[src/rtl/bht_update_ctrl.sv]
// Branch history table controller: clear sweep after reset/flush, one lookup per cycle,
// and an update queue that drains one resolved branch per cycle into the table.
module bht_update_ctrl #(
   parameter int unsigned M      = 16,
   parameter int unsigned N      = 1,
   parameter int unsigned QDEPTH = 4
) (
   input  logic                       clk_i,
   input  logic                       rst_ni,
   input  logic                       flush_i,
   input  logic                       lookup_valid_i,
   input  logic [8:0]                 lookup_pc_i,
   output logic                       pred_valid_o,
   output logic                       pred_taken_o,
   input  logic                       upd_valid_i,
   input  logic [8:0]                 upd_pc_i,
   input  logic                       upd_taken_i,
   output logic                       upd_ready_o,
   output logic                       init_busy_o,
   output logic [$clog2(QDEPTH):0]    q_count_o
);

   localparam int unsigned IdxW  = $clog2(M);
   localparam int unsigned QPtrW = $clog2(QDEPTH);
   localparam int unsigned CntW  = QPtrW + 1;

   typedef enum logic [0:0] {StInit, StRun} state_e;

   state_e               state_q, state_d;
   logic [IdxW-1:0]      clr_idx_q, clr_idx_d;

   logic [N-1:0]         table_q [M];
   logic [IdxW-1:0]      q_idx_q [QDEPTH];
   logic                 q_tkn_q [QDEPTH];
   logic [QPtrW-1:0]     wr_ptr_q, wr_ptr_d;
   logic [QPtrW-1:0]     rd_ptr_q, rd_ptr_d;
   logic [CntW-1:0]      cnt_q, cnt_d;

   logic                 pred_valid_q, pred_taken_q, pred_taken_d;
   logic                 in_run, push, pop;
   logic [IdxW-1:0]      lk_idx, upd_idx, head_idx;
   logic                 head_tkn;
   logic [N-1:0]         head_cur, head_new, lk_val;
   logic                 unused_pc;

   assign lk_idx    = lookup_pc_i[IdxW-1:0];
   assign upd_idx   = upd_pc_i[IdxW-1:0];
   assign unused_pc = ^{lookup_pc_i, upd_pc_i};

   // FSM: state register
   always_ff @(posedge clk_i or negedge rst_ni) begin
      if (!rst_ni) begin
         state_q   <= StInit;
         clr_idx_q <= '0;
      end else begin
         state_q   <= state_d;
         clr_idx_q <= clr_idx_d;
      end
   end

   // FSM: next state
   always_comb begin
      state_d   = state_q;
      clr_idx_d = clr_idx_q;
      if (flush_i) begin
         state_d   = StInit;
         clr_idx_d = '0;
      end else begin
         unique case (state_q)
            StInit: begin
               clr_idx_d = clr_idx_q + 1'b1;
               if (clr_idx_q == IdxW'(M - 1)) state_d = StRun;
            end
            StRun:   state_d = StRun;
            default: state_d = StInit;
         endcase
      end
   end

   // FSM: outputs and queue handshake
   always_comb begin
      in_run      = (state_q == StRun);
      init_busy_o = (state_q == StInit);
      upd_ready_o = in_run && (cnt_q < CntW'(QDEPTH)) && !flush_i;
      push        = upd_valid_i && upd_ready_o;
      pop         = in_run && (cnt_q != '0) && !flush_i;
   end

   always_comb begin
      wr_ptr_d = wr_ptr_q;
      rd_ptr_d = rd_ptr_q;
      cnt_d    = cnt_q;
      if (flush_i) begin
         wr_ptr_d = '0;
         rd_ptr_d = '0;
         cnt_d    = '0;
      end else begin
         if (push) wr_ptr_d = wr_ptr_q + 1'b1;
         if (pop)  rd_ptr_d = rd_ptr_q + 1'b1;
         cnt_d = cnt_q + CntW'(push) - CntW'(pop);
      end
   end

   // Saturating counter update; with N=1 this degenerates to "store the outcome".
   always_comb begin
      head_idx = q_idx_q[rd_ptr_q];
      head_tkn = q_tkn_q[rd_ptr_q];
      head_cur = table_q[head_idx];
      if (head_tkn) begin
         head_new = (&head_cur) ? head_cur : head_cur + N'(1);
      end else begin
         head_new = (head_cur == '0) ? head_cur : head_cur - N'(1);
      end
   end

   // Forward a same-cycle write so the lookup sees the post-update counter.
   always_comb begin
      lk_val       = (pop && (head_idx == lk_idx)) ? head_new : table_q[lk_idx];
      pred_taken_d = lookup_valid_i && in_run && lk_val[N-1];
   end

   always_ff @(posedge clk_i or negedge rst_ni) begin
      if (!rst_ni) begin
         pred_valid_q <= 1'b0;
         pred_taken_q <= 1'b0;
         wr_ptr_q     <= '0;
         rd_ptr_q     <= '0;
         cnt_q        <= '0;
      end else begin
         pred_valid_q <= lookup_valid_i;
         pred_taken_q <= pred_taken_d;
         wr_ptr_q     <= wr_ptr_d;
         rd_ptr_q     <= rd_ptr_d;
         cnt_q        <= cnt_d;
      end
   end

   // Table and queue storage carry no reset; the INIT sweep defines table contents.
   always_ff @(posedge clk_i) begin
      if (init_busy_o) begin
         table_q[clr_idx_q] <= '0;
      end else if (pop) begin
         table_q[head_idx] <= head_new;
      end
   end

   always_ff @(posedge clk_i) begin
      if (push) begin
         q_idx_q[wr_ptr_q] <= upd_idx;
         q_tkn_q[wr_ptr_q] <= upd_taken_i;
      end
   end

   assign pred_valid_o = pred_valid_q;
   assign pred_taken_o = pred_taken_q;
   assign q_count_o    = cnt_q;

   a_cnt_bound: assert property (@(posedge clk_i) disable iff (!rst_ni)
      cnt_q <= CntW'(QDEPTH));
   a_no_push_in_init: assert property (@(posedge clk_i) disable iff (!rst_ni)
      init_busy_o |-> !push && !pop);

endmodule

[config.mk]
export PLATFORM = sky130hd
export DESIGN_NAME = bht_update_ctrl
export DESIGN_NICKNAME = d
export VERILOG_FILES = /design/src/rtl/bht_update_ctrl.sv
export SDC_FILE = /design/constraint.sdc
export NUM_CORES = 1
export LEC_CHECK = 0
export CAP_MARGIN = 20
export CORE_MARGIN = 2
export CORE_UTILIZATION = 31
export DETAILED_ROUTE_END_ITERATION = 16
export SKIP_CTS_REPAIR_TIMING = 1
export SYNTH_ARGS = -nofsm -noshare
export SYNTH_HDL_FRONTEND = slang
export SYNTH_SLANG_ARGS = --single-unit
[constraint.sdc]
create_clock -name clk_i -period 6.7 [get_ports clk_i]
set_input_delay 1.34 -clock clk_i [delete_from_list [all_inputs] [get_ports clk_i]]
set_output_delay 1.34 -clock clk_i [all_outputs]
set_load 0.1 [all_outputs]
==> impl_metrics.env <==
export IMPL_reg2reg_to="q_count_o[2]$_DFF_PN0_"
export IMPL_cts_max_level=2
export IMPL_cp_cell_sequence="clkdlybuf4s50_1 > nor3b_1 > clkdlybuf4s50_1"
export IMPL_nNetsFinal=221
export IMPL_irDropWorstVdd_uv=102.9
export IMPL_rsz0062_at_grt="false"
export IMPL_synth_largest_area_cell="edfxtp_1"
export IMPL_start_kind="primary input"
export IMPL_cpPeakStageDelay_ns=1.24
export IMPL_setup_viol=0
export IMPL_area_growth_pct=16.66
export IMPL_synthCells=167
export IMPL_finClkSkew_ns=0.009843
export IMPL_synthDistinctLibCells=29
export IMPL_gp_congestion=0.7339
export IMPL_io_pins=31
export IMPL_required_ns=5.36
export IMPL_drt_antenna_violating_nets=0
export IMPL_dpl_cell_area_sq_mm=0.002631
export IMPL_syn_area_sq_mm=0.002336
export IMPL_drv_cap=0
export IMPL_gr_total_overflow=0
export IMPL_powerDensity_mw_per_mm2=204.0
export IMPL_core_sq_mm=0.007292
export IMPL_synth_ff_type="edfxtp_1"
export IMPL_diodes=0
export IMPL_vias=1362
export IMPL_dp_hpwl_um=2932
export IMPL_crit_type="primary input to primary output"
export IMPL_hold_violations=0
export IMPL_worstHoldEndpoint="clr_idx_q[2]$_DFFE_PN0P_"
export IMPL_final_cell_mix="36 x edfxtp_1, 29 x nor2_1, 20 x clkdlybuf4s50_1"
export IMPL_dieArea_sq_mm=0.008246
export IMPL_dieWidth_um=90.81
export IMPL_rows=31
export IMPL_fmax_mhz=194.1
export IMPL_min_path_type="flop to flop"
export IMPL_nFillCells=750
export IMPL_clock_sinks=50
export IMPL_clkTransAtPathRegs_ns=0.09
export IMPL_drt_vias_per_instance=4.713
export IMPL_run_status="finished, final reports clean"
export IMPL_synthTopCellsByArea="edfxtp_1 46%, dfrtp_1 15%, mux4_2 5.8%, nor2_1 4.7%, ha_1 3.7%"
export IMPL_final_common_cell="edfxtp_1"
export IMPL_reg2reg_slack_ns=4.03
export IMPL_syn_nets=199
export IMPL_yosys_warnings=0
export IMPL_initial_core_util_pct=32.03
export IMPL_holdPathStages=2
export IMPL_yosys_area_top_type_share_pct=46.28
export IMPL_power_mw=0.5560
export IMPL_crit_path_end_kind="primary output"
export IMPL_syn_area_per_cell_sq_um=13.99
export IMPL_routedWlPerCell_um=13.99
export IMPL_slowest_stage="clkdlybuf4s50_1"
export IMPL_crit_fanout=14
export IMPL_port_buffers=20
export IMPL_fin_area_sq_mm=0.002725
export IMPL_drive_gt1_share_pct=8.947
export IMPL_cts_tree="yes"
export IMPL_min_delay_start="clr_idx_q[2]$_DFFE_PN0P_"
export IMPL_fin_crit_ns=5.152
export IMPL_p_leak_nw=0.9726
export IMPL_worst_pin_slew_ns=0.9692
export IMPL_postRouteWirelength_um=4043
export IMPL_async_reset_ff_share_pct=28.00
export IMPL_synth_edf_count=36
export IMPL_die_h_um=90.81
export IMPL_synth_seq_cells=50
export IMPL_drv_slew=0
export IMPL_clockBufferDepth=2
export IMPL_crit_arrival_ns=3.81
export IMPL_root_buffer="clkbuf_8"
export IMPL_insertion_delay_ns=0.31
export IMPL_grt_max_degree=18
export IMPL_drc_errors=0
export IMPL_cp_common_cell="clkdlybuf4s50_1"
export IMPL_r2r_start="in_run$_DFF_PN0_"
export IMPL_relSlewSlack_pct=35.18
export IMPL_drtPass1Iterations=4
export IMPL_antenna_found_initial=0
export IMPL_drt_iter0_drc=52
export IMPL_fin_util_pct=37.37
export IMPL_tns_ns=0
export IMPL_first_global_vias=1386
export IMPL_grt_util_all_layers_pct=10.79
export IMPL_fin_crit_sh_pct=76.89
export IMPL_cts_buffers=5
export IMPL_grt_pass1_wl_um=6837
export IMPL_ys_seq_area_share_pct=61.27
export IMPL_holdWs_ns=0.6047
export IMPL_reg2regPathDepth=10
report_power, final:
| group | internal [mW] | switching, mW | total (mW) |
|---|---|---|---|
| clock network | 0.0755 | 0.108 | 0.184 |
| logic | 0.0158 | 0.0190 | 0.0348 |
| registers | 0.335 | 0.00297 | 0.338 |
| total | 0.426 | 0.130 | 0.556 |
worst max path at each step:
| stage | startpoint | to | cells past startpoint |
|---|---|---|---|
| after floorplan | flush_i | q_count_o[2]$_DFF_PN0_ | 10 |
| after global placement | flush_i | upd_ready_o | 3 |
| after detailed placement | flush_i | upd_ready_o | 3 |
| after CTS | flush_i | upd_ready_o | 3 |
| after global routing | flush_i | upd_ready_o | 3 |
| final | flush_i | upd_ready_o | 3 |
cell usage after synthesis (all sizes together) (3+ instances only):
library cell  instances
nor2b                 3
buf                   4
a31oi                 4
nand2                 3
nor2                 29
nor3b                 4
ha                    7
mux4                  9
xnor2                 5
inv                  10
and3                  4
xor2                  7
a32oi                 4
nand3                 6
edfxtp               36
mux2i                 6
dfrtp                14
flip-flops by register name (all words and copies together), names as in the netlist:
name	flops
q_idx_q	16
table_q	16
clr_idx_q	4
q_tkn_q	4
q_count_o	3
rd_ptr_q	2
wr_ptr_q	2
in_run	1
pred_taken_o	1
pred_valid_o	1
metal layers:
| layer | vias up | track usage, % | wire length [um] |
|---|---|---|---|
| li1 | 649 | - | - |
| met1 | 672 | 14.59 | 1923 |
| met2 | 33 | 16.42 | 1869 |
| met3 | 8 | 2.671 | 179 |
| met4 | 0 | 4.924 | 71 |
| met5 | - | 0 | 0 |
kinds of logic (layout without fill, tap and decap cells):
| logic type | count (synthesis) | after routing | share of synthesized area [%] |
|---|---|---|---|
| DFF | 50 | 50 | 61.28 |
| adders and majority gates | 8 | 8 | 4.606 |
| muxes | 16 | 16 | 12.21 |
| AOI/OAI and AO/OA | 11 | 11 | 3.213 |
| and+or+nand+nor | 54 | 54 | 11.03 |
| xor gates and xnor gates | 12 | 12 | 4.499 |
| buffers and inverters | 16 | 39 | 3.161 |
worst max-delay path, delay by kind of cell:
kind	cells	cell delay, ns
simple gates	1	0.58
buf+inv	2	1.90
final cells by class:
class                   count  area (sq um)  area share [%]
multi-input cells         101         830.8           30.49
inverters                  10         37.54           1.377
clock buffers               5         68.82           2.525
clock inverters             3         25.02          0.9183
well taps                  99         123.9           4.545
flip-flops and latches     50          1431           52.53
repair buffers             21         207.7           7.622
through the flow:
step,setup slack [ns],std cells
final,1.548,289
after global routing,1.367,289
after CTS,1.526,289
after detailed placement,1.544,281
after global placement,1.503,281
after floorplan,1.343,167
Note: power is estimated with default switching activity, not from simulation.
